==> src/rtl/mips_bus_lsu_if.sv <==
// Core-request / response and Avalon-MM master signals of the MIPS load/store unit.
// The LSU uses the master view; the core plus memory side uses the slave view.
interface mips_bus_lsu_if #(
    parameter int ADDR_W = 32
);
    logic              req_valid;
    logic              req_ready;
    logic              req_write;
    logic [1:0]        req_size;
    logic              req_signed;
    logic [ADDR_W-1:0] req_addr;
    logic [31:0]       req_wdata;

    logic              resp_valid;
    logic [31:0]       resp_rdata;
    logic              resp_err;

    logic [31:0]       address;
    logic              read;
    logic              write;
    logic              waitrequest;
    logic [31:0]       writedata;
    logic [3:0]        byteenable;
    logic [31:0]       readdata;

    modport master (
        input  req_valid, req_write, req_size, req_signed, req_addr, req_wdata,
        input  waitrequest, readdata,
        output req_ready, resp_valid, resp_rdata, resp_err,
        output address, read, write, writedata, byteenable
    );

    modport slave (
        output req_valid, req_write, req_size, req_signed, req_addr, req_wdata,
        output waitrequest, readdata,
        input  req_ready, resp_valid, resp_rdata, resp_err,
        input  address, read, write, writedata, byteenable
    );
endinterface

==> src/rtl/mips_bus_lsu.sv <==
// Load/store unit: one core request becomes one Avalon transfer with byte lanes,
// load extension, misalignment rejection and a waitrequest timeout.
module mips_bus_lsu #(
    parameter int ADDR_W     = 32,
    parameter int WAIT_LIMIT = 255
) (
    input  logic           clk,
    input  logic           reset,
    mips_bus_lsu_if.master bus
);

    localparam int CNT_W = (WAIT_LIMIT > 0) ? $clog2(WAIT_LIMIT + 1) : 1;
    localparam logic [CNT_W-1:0] CNT_LIM = CNT_W'(WAIT_LIMIT);

    typedef enum logic [1:0] {
        ST_IDLE = 2'd0,
        ST_BUS  = 2'd1,
        ST_RESP = 2'd2
    } state_t;

    state_t           r_state;
    state_t           w_next;
    logic             w_done;
    logic             w_tmo;
    logic             w_illegal;
    logic [31:0]      w_addr32;

    logic             r_read;
    logic             r_write;
    logic [31:0]      r_address;
    logic [31:0]      r_writedata;
    logic [3:0]       r_byteenable;
    logic [31:0]      r_rdata;
    logic             r_err;
    logic [1:0]       r_size;
    logic             r_signed;
    logic [1:0]       r_ofs;
    logic [CNT_W-1:0] r_cnt;

    function automatic logic is_illegal(input logic [1:0] size, input logic [1:0] ofs);
        return (size == 2'b11) ||
               (size == 2'b01 && ofs[0]) ||
               (size == 2'b10 && ofs != 2'b00);
    endfunction

    function automatic logic [3:0] lane_enables(input logic [1:0] size, input logic [1:0] ofs);
        case (size)
            2'b00:   return 4'b0001 << ofs;
            2'b01:   return ofs[1] ? 4'b1100 : 4'b0011;
            default: return 4'b1111;
        endcase
    endfunction

    function automatic logic [31:0] lane_data(input logic [1:0] size, input logic [31:0] wdata);
        case (size)
            2'b00:   return {4{wdata[7:0]}};
            2'b01:   return {2{wdata[15:0]}};
            default: return wdata;
        endcase
    endfunction

    // Right-justify the addressed lanes, then truncate and extend to 32 bits.
    function automatic logic [31:0] extend_load(input logic [1:0] size, input logic sgn,
                                                input logic [1:0] ofs, input logic [31:0] rdata);
        logic [31:0] s;
        s = rdata >> {ofs, 3'b000};
        case (size)
            2'b00:   return sgn ? {{24{s[7]}}, s[7:0]} : {24'h0, s[7:0]};
            2'b01:   return sgn ? {{16{s[15]}}, s[15:0]} : {16'h0, s[15:0]};
            default: return rdata;
        endcase
    endfunction

    always_comb begin
        w_addr32              = '0;
        w_addr32[ADDR_W-1:0]  = bus.req_addr;
        w_addr32[1:0]         = 2'b00;
        w_illegal             = is_illegal(bus.req_size, bus.req_addr[1:0]);
    end

    always_comb begin
        w_next = r_state;
        w_done = 1'b0;
        w_tmo  = 1'b0;
        case (r_state)
            ST_IDLE: begin
                if (bus.req_valid) begin
                    w_next = w_illegal ? ST_RESP : ST_BUS;
                end
            end
            ST_BUS: begin
                // A falling waitrequest on the limit edge is a completion, not a timeout.
                if (!bus.waitrequest) begin
                    w_next = ST_RESP;
                    w_done = 1'b1;
                end else if ((WAIT_LIMIT != 0) && (r_cnt == CNT_LIM)) begin
                    w_next = ST_RESP;
                    w_tmo  = 1'b1;
                end
            end
            ST_RESP: w_next = ST_IDLE;
            default: w_next = ST_IDLE;
        endcase
    end

    always_ff @(posedge clk) begin
        if (reset) begin
            r_state      <= ST_IDLE;
            r_read       <= 1'b0;
            r_write      <= 1'b0;
            r_address    <= '0;
            r_writedata  <= '0;
            r_byteenable <= '0;
            r_rdata      <= '0;
            r_err        <= 1'b0;
            r_size       <= '0;
            r_signed     <= 1'b0;
            r_ofs        <= '0;
            r_cnt        <= '0;
        end else begin
            r_state <= w_next;
            case (r_state)
                ST_IDLE: begin
                    if (bus.req_valid) begin
                        if (w_illegal) begin
                            r_err   <= 1'b1;
                            r_rdata <= '0;
                        end else begin
                            r_address    <= w_addr32;
                            r_byteenable <= lane_enables(bus.req_size, bus.req_addr[1:0]);
                            r_writedata  <= lane_data(bus.req_size, bus.req_wdata);
                            r_read       <= !bus.req_write;
                            r_write      <= bus.req_write;
                            r_size       <= bus.req_size;
                            r_signed     <= bus.req_signed;
                            r_ofs        <= bus.req_addr[1:0];
                            r_cnt        <= '0;
                        end
                    end
                end
                ST_BUS: begin
                    if (w_done) begin
                        r_read  <= 1'b0;
                        r_write <= 1'b0;
                        r_err   <= 1'b0;
                        r_rdata <= r_write ? 32'h0
                                           : extend_load(r_size, r_signed, r_ofs, bus.readdata);
                    end else if (w_tmo) begin
                        r_read  <= 1'b0;
                        r_write <= 1'b0;
                        r_err   <= 1'b1;
                        r_rdata <= '0;
                    end else begin
                        r_cnt <= r_cnt + 1'b1;
                    end
                end
                ST_RESP: begin
                    r_rdata <= '0;
                    r_err   <= 1'b0;
                end
                default: ;
            endcase
        end
    end

    assign bus.req_ready  = (r_state == ST_IDLE) && !reset;
    assign bus.resp_valid = (r_state == ST_RESP);
    assign bus.resp_rdata = r_rdata;
    assign bus.resp_err   = r_err;
    assign bus.address    = r_address;
    assign bus.read       = r_read;
    assign bus.write      = r_write;
    assign bus.writedata  = r_writedata;
    assign bus.byteenable = r_byteenable;

endmodule
==> src/flat_wrapper.sv <==
// flat-port wrapper written by rule: the top's interface ports become plain ports
module mips_bus_lsu_flat 
#(
    parameter int ADDR_W     = 32,
    parameter int WAIT_LIMIT = 255
)
  (clk, reset, bus_req_valid, bus_req_write, bus_req_size, bus_req_signed, bus_req_addr, bus_req_wdata, bus_waitrequest, bus_readdata, bus_req_ready, bus_resp_valid, bus_resp_rdata, bus_resp_err, bus_address, bus_read, bus_write, bus_writedata, bus_byteenable);
  mips_bus_lsu_if #(.ADDR_W(ADDR_W)) bus_i ();
  input  logic clk;
  input  logic reset;
  input wire logic [$bits(bus_i.req_valid)-1:0] bus_req_valid;
  input wire logic [$bits(bus_i.req_write)-1:0] bus_req_write;
  input wire logic [$bits(bus_i.req_size)-1:0] bus_req_size;
  input wire logic [$bits(bus_i.req_signed)-1:0] bus_req_signed;
  input wire logic [$bits(bus_i.req_addr)-1:0] bus_req_addr;
  input wire logic [$bits(bus_i.req_wdata)-1:0] bus_req_wdata;
  input wire logic [$bits(bus_i.waitrequest)-1:0] bus_waitrequest;
  input wire logic [$bits(bus_i.readdata)-1:0] bus_readdata;
  output wire logic [$bits(bus_i.req_ready)-1:0] bus_req_ready;
  output wire logic [$bits(bus_i.resp_valid)-1:0] bus_resp_valid;
  output wire logic [$bits(bus_i.resp_rdata)-1:0] bus_resp_rdata;
  output wire logic [$bits(bus_i.resp_err)-1:0] bus_resp_err;
  output wire logic [$bits(bus_i.address)-1:0] bus_address;
  output wire logic [$bits(bus_i.read)-1:0] bus_read;
  output wire logic [$bits(bus_i.write)-1:0] bus_write;
  output wire logic [$bits(bus_i.writedata)-1:0] bus_writedata;
  output wire logic [$bits(bus_i.byteenable)-1:0] bus_byteenable;
  assign bus_i.req_valid = bus_req_valid;
  assign bus_i.req_write = bus_req_write;
  assign bus_i.req_size = bus_req_size;
  assign bus_i.req_signed = bus_req_signed;
  assign bus_i.req_addr = bus_req_addr;
  assign bus_i.req_wdata = bus_req_wdata;
  assign bus_i.waitrequest = bus_waitrequest;
  assign bus_i.readdata = bus_readdata;
  assign bus_req_ready = bus_i.req_ready;
  assign bus_resp_valid = bus_i.resp_valid;
  assign bus_resp_rdata = bus_i.resp_rdata;
  assign bus_resp_err = bus_i.resp_err;
  assign bus_address = bus_i.address;
  assign bus_read = bus_i.read;
  assign bus_write = bus_i.write;
  assign bus_writedata = bus_i.writedata;
  assign bus_byteenable = bus_i.byteenable;
  mips_bus_lsu #(.ADDR_W(ADDR_W), .WAIT_LIMIT(WAIT_LIMIT)) u_core (.clk(clk), .reset(reset), .bus(bus_i));
endmodule
==> config.mk <==
export PLATFORM = sky130hd
export DESIGN_NAME = mips_bus_lsu_flat
export DESIGN_NICKNAME = d
export VERILOG_FILES = /design/src/rtl/mips_bus_lsu_if.sv /design/src/rtl/mips_bus_lsu.sv /design/src/flat_wrapper.sv
export SDC_FILE = /design/constraint.sdc
export NUM_CORES = 1
export LEC_CHECK = 0
export ABC_CLOCK_PERIOD_IN_PS = 2400
export CORE_MARGIN = 2
export CORE_UTILIZATION = 25
export CTS_BUF_LIST = sky130_fd_sc_hd__clkbuf_8 sky130_fd_sc_hd__clkbuf_16
export DETAILED_ROUTE_END_ITERATION = 8
export GPL_TIMING_DRIVEN = 0
export PLACE_DENSITY = 0.52
export SKIP_CTS_REPAIR_TIMING = 1
export SLEW_MARGIN = 30
export SYNTH_ARGS = -nofsm -noshare
export SYNTH_HDL_FRONTEND = slang
export SYNTH_SLANG_ARGS = --single-unit
==> constraint.sdc <==
create_clock -name clk -period 2.4 [get_ports clk]
set_input_delay 0.36 -clock clk [delete_from_list [all_inputs] [get_ports clk]]
set_output_delay 0.36 -clock clk [all_outputs]
set_load 0.02 [all_outputs]
# [Word level (Yosys, flattened, before mapping)]
# Cells that the tools add are included.
[op_classes] addsub=1 n_eq_ne=14 n_shift=2 mux=40 bitwise=1 reduce_logical=18
[op_table] cell="2-to-1 mux 32 bit" count=7
[op_table] cell="case mux 32 bit (2 select lines)" count=2
[op_table] cell="case mux 32 bit (3 select lines)" count=1
[op_table] cell="2-to-1 mux 8 bit" count=4
[op_table] cell=">> shifter 32 x 5 -> 16 bit" count=1
[op_table] cell="case mux 8 bit (2 select lines)" count=1
[op_table] cell="2-to-1 mux 1 bit" count=15
[op_table] cell="adder 8 x 1 -> 8 bit (second input constant)" count=1
[op_table] cell="equality test 8 bit (second input constant)" count=1
[op_table] cell="2-to-1 mux 2 bit" count=4
[op_table] cell="inequality test 2 bit (second input constant)" count=4
[op_table] cell="case mux 4 bit (2 select lines)" count=1
[op_table] cell="AND reduction 4 bit" count=2
[op_table] cell="equality test 2 x 1 -> 1 bit (second input constant)" count=3
[op_table] cell="equality test 2 bit (second input constant)" count=3
[op_table] cell="zero test 2 bit" count=3
[op_table] cell="AND reduction 5 bit" count=1
[op_table] cell="2-to-1 mux 4 bit" count=1
[op_table] cell="case mux 1 bit (2 select lines)" count=2
[op_table] cell="case mux 2 bit (2 select lines)" count=1
[op_table] cell="nonzero test 2 bit" count=2
[op_table] cell="left shift 1 x 2 -> 4 bit (first input constant)" count=1
[op_table] cell="logical AND 1 bit" count=3
[op_table] cell="inequality test 3 x 1 -> 1 bit (second input constant)" count=1
[op_table] cell="other kinds (9)" count=11
[totals] ff_bits=116 in_bits=104 output_inout_bits=105 elab_cells=88

# [Depth between registers and ports, before layout]
[depth] depth_word=7 depth_mapped=7 mapped_depth_nobuf=5

# [Least setup slack after synthesis]
# OpenSTA, ideal clock, no wires.
[synth_path] path_kind="register to register" start="register u_core.r_cnt[0]" end="register u_core.r_rdata[29], in the netlist u_core.bus.resp_rdata[29]" setup_ns=0.122 arrival_ns=1.702 required_time_ns=2.278 slack_ns=0.576 path_stages_with_launch=7 n_path_buf=1 synth_period_minus_slack_ns=1.824 cell_sequence="dfxtp_1 -> ha_1 -> nand3_1 -> o211ai_4 -> a41oi_4 -> buf_6 -> a221o_1"
[synth_via] elab_chain_cells=6
[synth_rtl] item="from (decl)" line_no="mips_bus_lsu.sv:38" source="logic [CNT_W-1:0] r_cnt;"
[synth_rtl] item="from (signal assigned)" line_no="mips_bus_lsu.sv:154" source="r_cnt <= r_cnt + 1'b1;"
[synth_rtl] item="equality test 8 bit" line_no="mips_bus_lsu.sv:96" source="end else if ((WAIT_LIMIT != 0) && (r_cnt == CNT_LIM)) begin"
[synth_rtl] item="2-to-1 mux 1 bit" line_no="mips_bus_lsu.sv:96"
[synth_rtl] item="2-to-1 mux 1 bit" line_no="mips_bus_lsu.sv:93" source="if (!bus.waitrequest) begin"
[synth_rtl] item="2-to-1 mux 1 bit" line_no="mips_bus_lsu.sv:85" source="case (r_state)"
[synth_rtl] item="inequality test 3 x 1 -> 1 bit (no source line)"
[synth_rtl] item="AND reduction 4 bit (no source line)"
[synth_rtl] item="to (signal assigned)" line_no="mips_bus_lsu.sv:146" source="r_rdata <= r_write ? 32'h0"
[synth_rtl] item="to (decl)" line_no="mips_bus_lsu.sv:33" source="logic [31:0] r_rdata;"
# Every way passes these cells.
# A chain may end at the register's enable or synchronous reset.

# [Worst setup path after layout]
[layout_path] start="input port reset" end="output port bus_req_ready"
[layout_via] elab_chain_cells=2
[layout_rtl] item="from (decl)" line_no="flat_wrapper.sv:10" source="input logic reset;"
[layout_rtl] item="zero test 1 bit" line_no="mips_bus_lsu.sv:166" source="assign bus.req_ready = (r_state == ST_IDLE) && !reset;"
[layout_rtl] item="logical AND 1 bit" line_no="mips_bus_lsu.sv:166"
[layout_rtl] item="to (decl)" line_no="flat_wrapper.sv:19" source="output wire logic [$bits(bus_i.req_ready)-1:0] bus_req_ready;"
# Every way passes these cells.

==> results.sh <==
export IMPL_num_io_pins=209
export IMPL_fillCellCount=2042
export IMPL_syn_cell_area_um2=5162
export IMPL_ir_worst_vdd_v=0.0004512
export IMPL_yosysWarnings=0
export IMPL_yosys_area_top_type="dfxtp_1"
export IMPL_multi_input_area_um2=2577
export IMPL_min_from="u_core.bus.address[24]"
export IMPL_max_slew_margin_rel_pct=48.60
export IMPL_dpl_hpwl_mm=13.97
export IMPL_crit_top_cell="clkbuf_2"
export IMPL_startpoint_type="input pin"
export IMPL_cp_slowest_cell="clkdlybuf4s50_1"
export IMPL_arrival_ns=1.92
export IMPL_antenna_left=0
export IMPL_yosysTopAreaCellShare_pct=44.98
export IMPL_synth_area_top_cells="dfxtp_1, nand2_1, mux2i_1"
export IMPL_grt_pass1_wl_mm=29.09
export IMPL_ys_seq_area_share_pct=44.98
export IMPL_max_stage_delay_ns=0.65
export IMPL_io_buffers=206
export IMPL_cts_htree_levels=4
export IMPL_yosys_register_bits=116
export IMPL_num_vias=5147
export IMPL_status="finished clean"
export IMPL_antenna_found_initial=2
export IMPL_maxCapViolCount=0
export IMPL_hold_end="u_core.bus.address[24]"
export IMPL_drt_iter0_drc=202
export IMPL_cp_max_fo=10
export IMPL_nets=923
export IMPL_die_w_um=147.7
export IMPL_p_int_uw=4160
export IMPL_startpoint="reset"
export IMPL_power_uw=5688
export IMPL_seqPwrFrac_pct=36.4
export IMPL_skew_ns=0.009063
export IMPL_worstHoldPathType="flop to flop"
export IMPL_dieArea_um2=21820
export IMPL_first_pass_iters=8
export IMPL_crit_required_ns=2.04
export IMPL_hold_viol=0
export IMPL_syn_instance_count=592
export IMPL_ys_types=53
export IMPL_cts_root_buf="clkbuf_16"
export IMPL_yosys_cell_count_top_type="nand2_1"
export IMPL_finalWirelength_mm=18.64
export IMPL_tightest_slew_ns=0.7710
export IMPL_ys_async_sr_fraction_pct=0
export IMPL_overflow=0
export IMPL_rr_startpoint="u_core.r_cnt[0]"
export IMPL_rsz0062_at_grt="false"
export IMPL_synth_flop_cell="dfxtp_1"
export IMPL_fin_setup_tns_ns=0
export IMPL_leakagePower_uw=0.002968
export IMPL_regArea_um2=2322
export IMPL_reg2regPathDepth=6
export IMPL_clk_latency_ns=0.42
export IMPL_cp_cell_sequence="clkdlybuf4s50_1 > clkbuf_2 > clkbuf_2 > nor3_1 > dlymetal6s2s_1"
export IMPL_grt_pass1_vias=5182
export IMPL_cts_buffers=17
export IMPL_die_h_um=147.7
export IMPL_rrSetupSlack_ns=0.21
export IMPL_syn_area_per_cell_um2=8.720
export IMPL_worstSetupEndpointType="primary output"
export IMPL_drc=0
export IMPL_finalSetupViolCount=0
export IMPL_powerDensity_nw_per_um2=694.4
export IMPL_gp_congestion=0.7803
export IMPL_grt_start_max_net_pins=17
export IMPL_fmax_ghz=0.4387
export IMPL_whs_path_depth=2
export IMPL_cts_clk_slew_worst_paths_ns=0.05
export IMPL_wire_per_inst_um=16.90
export IMPL_comb_power_share_pct=17.1
export IMPL_coreArea_um2=20230
export IMPL_area_delta_synth_final_pct=58.65
export IMPL_post_route_util_pct=40.48
export IMPL_slew_violations=0
export IMPL_viasPerCell=4.666
export IMPL_r2r_end="u_core.bus.resp_rdata[29]"
export IMPL_track_usage_pct=17.24
export IMPL_drive_gt1_share_pct=8.664
export IMPL_start_util_pct=25.51
export IMPL_layout_min_cycle_time_ns=2.279
export IMPL_power_switching_uw=1528
export IMPL_cts_sinks=116
export IMPL_path_class="input pin to primary output"
export IMPL_finalCritPeriodShare_pct=94.97
export IMPL_rows=52
export IMPL_clockBufferDepth=2
export IMPL_synth_edf_count=0
export IMPL_clkPwrFrac_pct=46.5
export IMPL_tritoncts="done"
export IMPL_synth_top_cells_by_count="nand2_1, dfxtp_1, a21oi_1, mux2i_1, nor2_1"
export IMPL_swShare_pct=26.86
-- layout by cell type (no fill, tap or decap), drive strengths merged, types with 2 or more instances in the layout --
cell type / instances
clkbuf: 43
or3: 7
nand3: 11
nor2b: 2
dfxtp: 116
inv: 6
buf: 28
diode: 2
a2bb2oi: 7
nor3b: 4
conb: 2
nand2: 122
a311oi: 10
nand4: 3
nor2: 36
o21ai: 22
a41oi: 2
clkinv: 6
a221o: 24
nand2b: 2
nor4b: 2
o2bb2ai: 8
bufinv: 3
a21oi: 58
nor3: 5
o2111ai: 2
o21a: 2
a211oi: 11
and2: 9
clkdlybuf4s50: 205
and4: 3
o211ai: 17
clkinvlp: 3
mux2i: 39
-- worst max path at each step --
stage	endpoint	slack, ns	depth (start not counted)
global placement	bus_req_ready	-0.59	5
CTS	bus_req_ready	-0.54	5
finish	bus_req_ready	0.12	5
floorplan	u_core.bus.resp_rdata[29]	0.58	6
global route	bus_req_ready	0.06	5
detailed placement	bus_req_ready	-0.54	5
-- worst max-delay path: cells and delay by family --
family,cells,cell delay [ns]
AND/OR/NAND/NOR,1,0.08
buffers and inverters,4,1.48
-- per-layer routing --
metal | wire, um | track usage, % | part of all wire, %
met1 | 8339 | 21.39 | 45
met2 | 8401 | 26.58 | 45
met3 | 1464 | 6.821 | 7.9
met4 | 434 | 7.308 | 2.3
met5 | 0 | 0 | 0
-- power groups by stage --
stage               Combinational (uW)  Clock (uW)  Sequential (uW)
floorplan                          376           0             2210
global placement                   981           0             2110
detailed placement                 979           0             2110
CTS                                983        2710             2070
global route                      1060        2800             2080
finish                             973        2640             2070
-- logic make-up (layout without fill, tap and decap cells) --
group / after synthesis / after routing / synth area share [%]
AOI/OAI and AO/OA: 168 / 168 / 23.32
adders and majority gates: 1 / 1 / 0.2423
buffers and inverters: 57 / 295 / 5.235
DFF: 116 / 116 / 44.98
muxes: 40 / 40 / 7.998
other: 1 / 4 / 0.07264
and+or+nand+nor: 209 / 209 / 18.15
-- through the flow --
step / hold WS [ns] / setup slack (ns) / cells / area (um^2)
floorplan: 0.4503 / 0.5765 / 593 / 5166
global placement: 0.4418 / -0.5900 / 1069 / 7566
detailed placement: 0.4462 / -0.5382 / 1069 / 7566
CTS: 0.4537 / -0.5440 / 1101 / 8177
global route: 0.4689 / 0.05967 / 1103 / 8190
finish: 0.4511 / 0.1207 / 1103 / 8190
-- registers in the layout (all words and copies together) (netlist names) --
name	cells
u_core.bus.address	30
u_core.bus.byteenable	4
u_core.bus.read	1
u_core.bus.resp_err	1
u_core.bus.resp_rdata	32
u_core.bus.write	1
u_core.bus.writedata	32
u_core.r_cnt	8
u_core.r_ofs	2
u_core.r_signed	1
u_core.r_size	2
u_core.r_state	2
-- area by class of cell --
type                            count  area share, %
Clock buffer                       19          5.530
Clock inverter                     13          1.925
Multi-Input combinational cell    420          31.47
Inverter                            5         0.2291
Antenna cell                        2        0.06111
Tap cell                          270          4.125
Timing Repair Buffer              206          25.21
Sequential cell                   116          28.35
Buffer                             52          3.101
Note: power is estimated with default switching activity, not from simulation.
